==> src/rtl/pipe_port_sequencer.sv <==
// Table-driven stimulus sequencer for the pipelined_computer input ports.
// Each channel replays its own {value, hold, last} table; a shared FSM sequences the run.

module pipe_port_channel #(
    parameter int WIDTH  = 5,
    parameter int DEPTH  = 8,
    parameter int HOLD_W = 16,
    parameter int AW     = 3
) (
    input  logic              clock,
    input  logic              reset,
    input  logic              wr_en,
    input  logic [AW-1:0]     wr_addr,
    input  logic [WIDTH-1:0]  wr_value,
    input  logic [HOLD_W-1:0] wr_hold,
    input  logic              wr_last,
    input  logic              launch,
    input  logic              advance,
    input  logic              loop_en,
    output logic [WIDTH-1:0]  value,
    output logic              strobe,
    output logic              fin_next
);
    logic [WIDTH-1:0]  tbl_value [DEPTH];
    logic [HOLD_W-1:0] tbl_hold  [DEPTH];
    logic [DEPTH-1:0]  tbl_last;
    logic [AW-1:0]     idx;
    logic [AW-1:0]     idx_nxt;
    logic [HOLD_W-1:0] hold_cnt;
    logic              fin;
    logic              is_last;
    logic              expired;

    // The final table slot always terminates, even with no last bit written.
    assign is_last  = tbl_last[idx] || (idx == AW'(DEPTH - 1));
    assign expired  = (hold_cnt == '0);
    assign idx_nxt  = is_last ? '0 : idx + 1'b1;
    assign fin_next = fin || (expired && is_last && !loop_en);

    always_ff @(posedge clock) begin
        if (reset) begin
            for (int i = 0; i < DEPTH; i++) begin
                tbl_value[i] <= '0;
                tbl_hold[i]  <= '0;
            end
            tbl_last <= '0;
        end else if (wr_en) begin
            tbl_value[wr_addr] <= wr_value;
            tbl_hold[wr_addr]  <= wr_hold;
            tbl_last[wr_addr]  <= wr_last;
        end
    end

    always_ff @(posedge clock) begin
        if (reset) begin
            idx      <= '0;
            hold_cnt <= '0;
            value    <= '0;
            strobe   <= 1'b0;
            fin      <= 1'b0;
        end else begin
            strobe <= 1'b0;
            if (launch) begin
                idx      <= '0;
                value    <= tbl_value[0];
                hold_cnt <= tbl_hold[0];
                strobe   <= 1'b1;
                fin      <= 1'b0;
            end else if (advance && !fin) begin
                if (!expired) begin
                    hold_cnt <= hold_cnt - 1'b1;
                end else if (!is_last || loop_en) begin
                    idx      <= idx_nxt;
                    value    <= tbl_value[idx_nxt];
                    hold_cnt <= tbl_hold[idx_nxt];
                    strobe   <= 1'b1;
                end else begin
                    fin <= 1'b1;
                end
            end
        end
    end
endmodule

module pipe_port_sequencer #(
    parameter int NCH    = 2,
    parameter int WIDTH  = 5,
    parameter int DEPTH  = 8,
    parameter int HOLD_W = 16,
    localparam int AW    = (DEPTH > 2) ? $clog2(DEPTH) : 1,
    localparam int CHW   = (NCH > 1) ? $clog2(NCH) : 1
) (
    input  logic                 clock,
    input  logic                 reset,
    input  logic                 cfg_we,
    input  logic [CHW-1:0]       cfg_ch,
    input  logic [AW-1:0]        cfg_addr,
    input  logic [WIDTH-1:0]     cfg_value,
    input  logic [HOLD_W-1:0]    cfg_hold,
    input  logic                 cfg_last,
    input  logic                 start,
    input  logic                 stop,
    input  logic                 loop,
    output logic [NCH*WIDTH-1:0] in_port,
    output logic [NCH-1:0]       step_strobe,
    output logic                 busy,
    output logic                 done,
    output logic [31:0]          cycle_count
);
    typedef enum logic [1:0] {S_IDLE, S_RUN, S_DONE} state_t;

    state_t         state;
    logic           loop_q;
    logic           launch;
    logic           advance;
    logic           wr_ok;
    logic [NCH-1:0] fin_next;

    // stop dominates start; start is only honoured outside RUN.
    assign launch  = (state != S_RUN) && start && !stop;
    assign advance = (state == S_RUN) && !stop;
    assign wr_ok   = cfg_we && !busy
                     && ({1'b0, cfg_ch} < (CHW + 1)'(NCH))
                     && ({1'b0, cfg_addr} < (AW + 1)'(DEPTH));

    genvar c;
    generate
        for (c = 0; c < NCH; c++) begin : g_ch
            pipe_port_channel #(
                .WIDTH (WIDTH),
                .DEPTH (DEPTH),
                .HOLD_W(HOLD_W),
                .AW    (AW)
            ) u_ch (
                .clock   (clock),
                .reset   (reset),
                .wr_en   (wr_ok && (cfg_ch == CHW'(c))),
                .wr_addr (cfg_addr),
                .wr_value(cfg_value),
                .wr_hold (cfg_hold),
                .wr_last (cfg_last),
                .launch  (launch),
                .advance (advance),
                .loop_en (loop_q),
                .value   (in_port[c*WIDTH +: WIDTH]),
                .strobe  (step_strobe[c]),
                .fin_next(fin_next[c])
            );
        end
    endgenerate

    always_ff @(posedge clock) begin
        if (reset) begin
            state       <= S_IDLE;
            busy        <= 1'b0;
            done        <= 1'b0;
            loop_q      <= 1'b0;
            cycle_count <= '0;
        end else begin
            case (state)
                S_RUN: begin
                    if (stop) begin
                        state <= S_IDLE;
                        busy  <= 1'b0;
                    end else if (&fin_next) begin
                        state <= S_DONE;
                        busy  <= 1'b0;
                        done  <= 1'b1;
                    end else if (cycle_count != '1) begin
                        cycle_count <= cycle_count + 1'b1;
                    end
                end
                default: begin
                    if (stop) begin
                        state <= S_IDLE;
                        done  <= 1'b0;
                    end else if (start) begin
                        state       <= S_RUN;
                        busy        <= 1'b1;
                        done        <= 1'b0;
                        loop_q      <= loop;
                        cycle_count <= 32'd1;
                    end
                end
            endcase
        end
    end
endmodule
==> config.mk <==
export PLATFORM = sky130hd
export DESIGN_NAME = pipe_port_sequencer
export DESIGN_NICKNAME = d
export VERILOG_FILES = /design/src/rtl/pipe_port_sequencer.sv
export SDC_FILE = /design/constraint.sdc
export NUM_CORES = 1
export LEC_CHECK = 0
export ABC_AREA = 0
export BUFFER_PORTS_ARGS = -buffer_cell sky130_fd_sc_hd__buf_2
export CAP_MARGIN = 20
export CORE_MARGIN = 10
export CORE_UTILIZATION = 40
export DETAILED_ROUTE_END_ITERATION = 6
export MAX_ROUTING_LAYER = met4
export PLACE_DENSITY = 0.66
export SLEW_MARGIN = 0
export SYNTH_ARGS = -nofsm -noshare
export SYNTH_HDL_FRONTEND = slang
export SYNTH_SLANG_ARGS = --single-unit
==> constraint.sdc <==
create_clock -name clock -period 5.3 [get_ports clock]
set_input_delay 0.265 -clock clock [delete_from_list [all_inputs] [get_ports clock]]
set_output_delay 0.265 -clock clock [all_outputs]
set_load 0.05 [all_outputs]
==> results of run 1 <==
## worst max-delay path, cell delays in order, from the launching register on
cell       delay (ns)
dfxtp_2          0.38
mux2_2           0.36
a221oi_2         0.50
nand2_1          0.66
nor2_1           0.75
buf_4            0.33
a211oi_1         0.07
a2111oi_0        0.38
o2bb2a_1         0.19
## sequential cells by signal, indices dropped and copies added (netlist names)
name / count
g_ch.u_ch.tbl_hold: 256
loop_q: 1
g_ch.u_ch.strobe: 2
cycle_count: 32
state: 2
g_ch.u_ch.value: 10
g_ch.u_ch.hold_cnt: 32
done: 1
g_ch.u_ch.fin: 2
busy: 1
g_ch.u_ch.tbl_value: 80
g_ch.u_ch.idx: 6
g_ch.u_ch.tbl_last: 16
## cell usage in the layout (no fill, tap or decap), drive strengths merged, types with 36 or more instances in the layout
cell / Yosys / final
nor2: 140 / 140
o22ai: 36 / 36
o21ai: 83 / 83
a21oi: 91 / 91
clkbuf: 112 / 68
buf: 34 / 107
nand3: 38 / 38
edfxtp: 336 / 336
and2: 344 / 344
mux2i: 70 / 70
nor3: 38 / 38
nand2: 138 / 138
dfxtp: 105 / 105
## cell families (layout without fill, tap and decap cells)
kind of cell | Yosys count | in the layout | share of synthesized area (%)
XOR/XNOR | 10 | 10 | 0.408
adder cells (fa/ha/maj) | 9 | 9 | 0.525
other | 0 | 4 | 0
buffers and inverters | 180 | 231 | 3.45
multiplexers | 118 | 118 | 7.46
AO/OA/AOI/OAI | 339 | 339 | 10.5
flip-flops | 441 | 441 | 56.8
AND/OR/NAND/NOR | 828 | 828 | 20.9
## worst paths after layout
kind / start / endpoint / slack (ns) / cells past startpoint
max: g_ch[0].u_ch.idx[0] / g_ch[0].u_ch.hold_cnt[13] / 1.63 / 8
min: stop / state[1] / 0.06 / 3
max reg2reg: g_ch[0].u_ch.idx[0] / g_ch[0].u_ch.hold_cnt[13] / 1.63 / 8
min reg2reg: g_ch[0].u_ch.tbl_last[2] / g_ch[0].u_ch.tbl_last[2] / 0.48 / 2
## report_power, final
| part | leakage [uW] | total [uW] | switching [uW] | internal [uW] |
|---|---|---|---|---|
| clock | 0.000742 | 3240 | 1380 | 1870 |
| sequential | 0.00429 | 3930 | 70.1 | 3860 |
| combinational | 0.00350 | 626 | 432 | 194 |
## per-stage QoR
| stage | utilization, % | hold WS (ns) | instances | total power, uW |
|---|---|---|---|---|
| 6_report | 45.5 | 0.0581 | 2668 | 7790 |
| 5_1_grt | 45.5 | 0.0587 | 2668 | 8040 |
| 4_1_cts | 45.3 | 0.0232 | 2659 | 7830 |
| 3_5_place_dp | 42.3 | 0.463 | 2569 | 4600 |
| 3_3_place_gp | 42.2 | 0.456 | 2566 | 4580 |
| 2_1_floorplan | - | 0.401 | 1925 | 4370 |
## metal layers
layer	vias up	GRT usage, %
met2	645	27.5
met1	7487	26.4
met5	-	-
met3	94	3.18
met4	0	5.89
li1	7025	-
## layout make-up
type / count / share of cell area, %
clock inverter: 20 / 0.738
tap: 688 / 3.58
clock buffer: 68 / 5.59
multi-input combinational: 1304 / 35.6
sequential: 441 / 50.7
inverter: 34 / 0.530
timing repair buffer: 109 / 3.29
antenna: 4 / 0.0416
==> results.md, run 1 <==
* Outcome: finished, final reports clean
* First-pass GRT wire length at 90,600 um
* CTS Buf Count at 47
* Initial antenna violation count at 8
* Drt wl/cell at 22.2 um
* Share of the synthesized area in the top cell type at 47.0%
* Final instance area at approximately 24,000 um2
* Die W at 252 um
* Mapped Nets at between 1,500 and 2,000
* Max Slew Vio Count at 0
* Synth area leader: edfxtp_1
* Syn-to-layout area delta at 12.1%
* Synthesized area at around 21,000 um2
* Die height at between 200 and 300 um
* Routed wire length at between 50,000 and 60,000 um
* Final setup fails at 0
* Async set-or-reset flop fraction in the synthesized netlist at 0%
* Most instantiated cells after synthesis: 343 x and2_1, 336 x edfxtp_1, 140 x nor2_1
* Syn_area_per_cell at around 11 um2
* CTS Buffer Depth at 3
* Worst slack at placement at ~1.8 ns
* Routed vias/inst at approximately 5.7
* Fin. Hold Viols at 0
* Post-CTS setup buffer count at 0
* HPWL after detailed placement at approximately 38,000 um
* H-tree Lvls at 2
* Sequential element share of the synthesized area at around 57%
* Reg area at 12,200 um2
* Req. time, crit path at about 6 ns
* Critical setup path kind: reg -> reg
* Top Layer Used: met4
* Rel. slew slack at between 20 and 30%
* Number of detailed-route iterations in the first pass at 7
* DRT met1 WL at 26,800 um
* Max Cap Viol at 0
* Final min period at 3.67 ns
* Metal3 WL at 4930 um
* Distinct cell type count after synthesis at a little over 80
* Number of synthesized register bits at roughly 440
* Endpoint kind of the worst setup timing path: flop
* GP Congestion at 0.945
* Core Area at ~53,000 um2
* Unrepaired setup endpoints after global routing: no
* Vias in the first global route at roughly 15,000
* Fmax at 272 MHz
* Fin Setup TNS at 0 ns
* Worst-Skew Late Latency at approximately 0.59 ns
* Layout cells sized above 1 at a little over an eighth
* Ys flop type: edfxtp_1
* CP max FO at 26
* Worst IR drop on VDD at roughly 0.22 mV
* Post-CTS sizing at 0
* CTS tree: built
* Worst Max-Slew Pin Slew at 1.07 ns
* Hold Path Class: in -> reg
* Drt drc at 0
* Die area at ~63,000 um2
* CTS sink cnt at 441
* Post-synth EDFFs at 336
* Routed wl met2 at 25,900 um
* Worst EP arrival at between 4 and 5 ns
* Site Rows at between 80 and 90
* Count leader, synth: and2_1
* Post-layout nets at between 1,500 and 2,000
* Reg clk slew, reported paths at 0.06 ns
* Largest net degree at the start of global routing at 53
* I/O Pins at between 70 and 80
* Via Count at 15,300
* Period utilization at around 69%
* PwrDens at around 320 nW/um2
* DRT antenna net count at 0
* Slack of the critical path at ~1.6 ns
* Synth Instances at slightly below 2,000
* Setup crit start kind: flop
* Cts hold-fix bufs at 2
* Footprint of the multi-input gates at roughly 8600 um2
* Clock Tree Root: clkbuf_16
* FILL cells at roughly 4,800
* Overflow after GRT at 0
* Port Buffer Count at 77
* Worst clock skew at 0.0311 ns
* Initial Utilization at 40.6%
* Total Routing Usage GR at between 10% and 20%
* Placed inst area at approximately 22,000 um2
* Dominant cells by area after synthesis: edfxtp_1 47%, and2_1 10%, dfxtp_1 9.8%, mux4_2 3.4%, mux2i_1 3.3%
* Static Leak at about 0.0085 uW
* Iter 0 DRT Violations at just under 2,000
* YS warnings at 0
Note: power is estimated with default switching activity, not from simulation.
==> run 2: changes to the inputs <==
PLACE_DENSITY = 0.68   (was 0.66)
clock period = 3 ns   (was 5.3 ns; I/O delays follow)
==> results.md, run 2 (synthesis gave the netlist of run 1 again) <==
* Outcome: finished, final reports clean
* Endpoint kind of the worst setup timing path: flop
* Worst-path cell with the longest stage delay: or4_1
* Hold Crit Depth at 2 (-1)
* Max incr delay on CP at 0.49 ns (-0.26 ns)
* HPWL after detailed placement at 40,300 um (+5.8%)
* Hold Path Class: in -> reg
* CP bufs+invs at 2 (+1)
* Site Rows at 84 (unchanged)
* Largest net degree at the start of global routing at 53 (unchanged)
* Unrepaired setup endpoints after global routing: no
* R2R Setup Slk at 0.14 ns (-1.49 ns)
* Commonest non-fill, non-tap cell in the layout: and2_1
* Routed vias/inst at 5.74 (+0.35%)
* PwrDens at 572 nW/um2 (+77%)
* Final min period at 2.86 ns (-0.808 ns)
* Clock Tree Root: clkbuf_16
* Vias in the first global route at 15,100 (+3.5%)
* Largest register by flop count: g_ch.u_ch.tbl_hold
* Worst EP arrival at 3.38 ns (-0.83 ns)
* Total Routing Usage GR at 19.4% (+0.55 points)
* Max Slew Vio Count at 0 (unchanged)
* Port Buffer Count at 77 (unchanged)
* Reg clk slew, reported paths at 0.06 ns (about the same)
* Crit Reg-Reg Startpoint: g_ch[1].u_ch.idx[0]
* Fmax at 349 MHz (+28%)
* Req. time, crit path at 3.52 ns (-2.32 ns)
* Worst IR drop on VDD at 0.388 mV (+73%)
* Number of detailed-route iterations in the first pass at 5 (-2)
* Overall power at 14,000 uW (+80%)
* Initial antenna violation count at 4 (-4)
* Syn-to-layout area delta at 14.3%
* CTS Buf Count at 48 (+2.1%)
* Crit. Startpoint: g_ch[1].u_ch.idx[0]
* Worst setup path end: cycle_count[26]
* Critical setup path kind: reg -> reg
* CTS tree: built
* Die W at 252 um (unchanged)
* Via Count at 15,700 (+3.1%)
* Worst R2R Path Depth at 9 (+1)
* Most frequent cells in the layout: 343 x and2_1, 336 x edfxtp_1, 140 x nor2_1
* H-tree Lvls at 2 (unchanged)
* Static Leak at 0.00886 uW (+3.8%)
* Iter 0 DRT Violations at 1,801 (-7.6%)
* Rel. slew slack at 41.8% (+13 points)
* Die area at 63,300 um2 (unchanged)
* Final setup fails at 0 (unchanged)
* Fin Setup TNS at 0 ns (unchanged)
* Sequence of cells on the critical path: mux2_2 -> a221oi_4 -> a2111oi_4 -> buf_4 -> o22ai_4 -> a21oi_4 -> buf_12 -> or4_1 -> a21oi_2
* Core Area at 52,900 um2 (unchanged)
* DRT antenna net count at 0 (unchanged)
* Worst clock skew at 0.0112 ns (-0.0199 ns)
* Die height at 252 um (unchanged)
* Initial Utilization at 40.6% (unchanged)
* Routed wire length at 60,900 um (+2.9%)
* Max Cap Viol at 0 (unchanged)
* Post-layout nets at 2,048 (+3.5%)
* Period utilization at 95.5% (+26 points)
* CP max FO at 23 (-12%)
* Worst r2r dst: cycle_count[26]
* Worst-Skew Late Latency at 0.59 ns (about the same)
* First-pass GRT wire length at 92,800 um (+2.4%)
* I/O Pins at 78 (unchanged)
* Max reg flops at 256 (unchanged)
* Worst Max-Slew Pin Slew at 0.874 ns (-0.198 ns)
* Top Registers: g_ch.u_ch.tbl_hold x256, g_ch.u_ch.tbl_value x80
* Layout cells sized above 1 at 15.9% (+2.5 points)
* CTS sink cnt at 441 (unchanged)
* CP delay by family, top: compound AO/OA/AOI/OAI gates
* Overflow after GRT at 0 (unchanged)
* Fin. Hold Viols at 0 (unchanged)
* CTS Buffer Depth at 3 (unchanged)
* Drt drc at 0 (unchanged)
* Critical Path Stages at 9 (+1)
* Setup crit start kind: flop
* GP Congestion at 0.925 (-2.1%)
* Drt wl/cell at 22.2 um (+0.16%)
==> run 2: cell count changes in the layout (fill, tap and decap cells not counted), moves of 3 or more <==
| cell | delta |
|---|---|
| buf_16 | -7 |
| buf_4 | +72 |
| bufinv_16 | +3 |
| clkbuf_8 | -5 |
| clkinv_2 | +3 |
| dlygate4sd3_1 | +3 |
| nor2_1 | +8 |
| nor2_2 | -8 |
==> run 2: layout make-up <==
cell class	count	area, um2
antenna	5	12.5
clock buffer	65	1310
clock inverter	25	284
fill	4773	28300
inverter	34	128
multi-input combinational	1304	8550
sequential	441	12200
tap	688	861
timing repair buffer	178	1190
==> run 2: report_power, final <==
part           leakage, uW  internal [uW]  switching, uW
registers          0.00429           6810            122
clock network     0.000775           3500           2480
logic              0.00380            351            767
total              0.00886          10700           3370
==> run 2: layer usage <==
layer,share of wire (%),vias to the layer above,track usage (%)
met1,44,7788,26.6
met5,0,-,-
met3,9.1,88,4.17
li1,-,7148,-
met2,45,693,29.0
met4,1.7,0,4.61
==> run 2: stage by stage <==
step           area, um2  worst slack, ns  hold WS, ns  utilization, %  instances
2_1_floorplan      21500            0.335        0.286               -       1925
6_report           24500            0.136       0.0934            46.4       2740
3_5_place_dp       22900            0.158        0.442            43.2       2639
3_3_place_gp       22900            0.244        0.427            43.2       2639
4_1_cts            24500            0.130       0.0467            46.3       2734
5_1_grt            24500         0.000341       0.0818            46.4       2736
==> run 2: repair_timing <==
item,CTS,global route
resized for setup,0,1
buffers inserted,0,1
hold buffers,5,0
endpoints found under the setup margin,0,2
endpoints found under the hold margin,14,0
==> run 2: worst min path at each step <==
stage	startpoint	end	slack (ns)
2_1_floorplan	loop	loop_q	0.29
3_3_place_gp	loop	loop_q	0.43
3_5_place_dp	loop	loop_q	0.44
4_1_cts	reset	g_ch[1].u_ch.hold_cnt[12]	0.05
5_1_grt	cfg_hold[8]	g_ch[1].u_ch.tbl_hold[2][8]	0.08
6_report	cfg_hold[8]	g_ch[1].u_ch.tbl_hold[3][8]	0.09
==> run 2: worst register-to-register path: stages (launching register included) <==
cell and delay [ns]:
dfxtp_2 0.45, mux2_2 0.39, a221oi_4 0.48, a2111oi_4 0.18
buf_4 0.20, o22ai_4 0.20, a21oi_4 0.10, buf_12 0.18
or4_1 0.49, a21oi_2 0.15
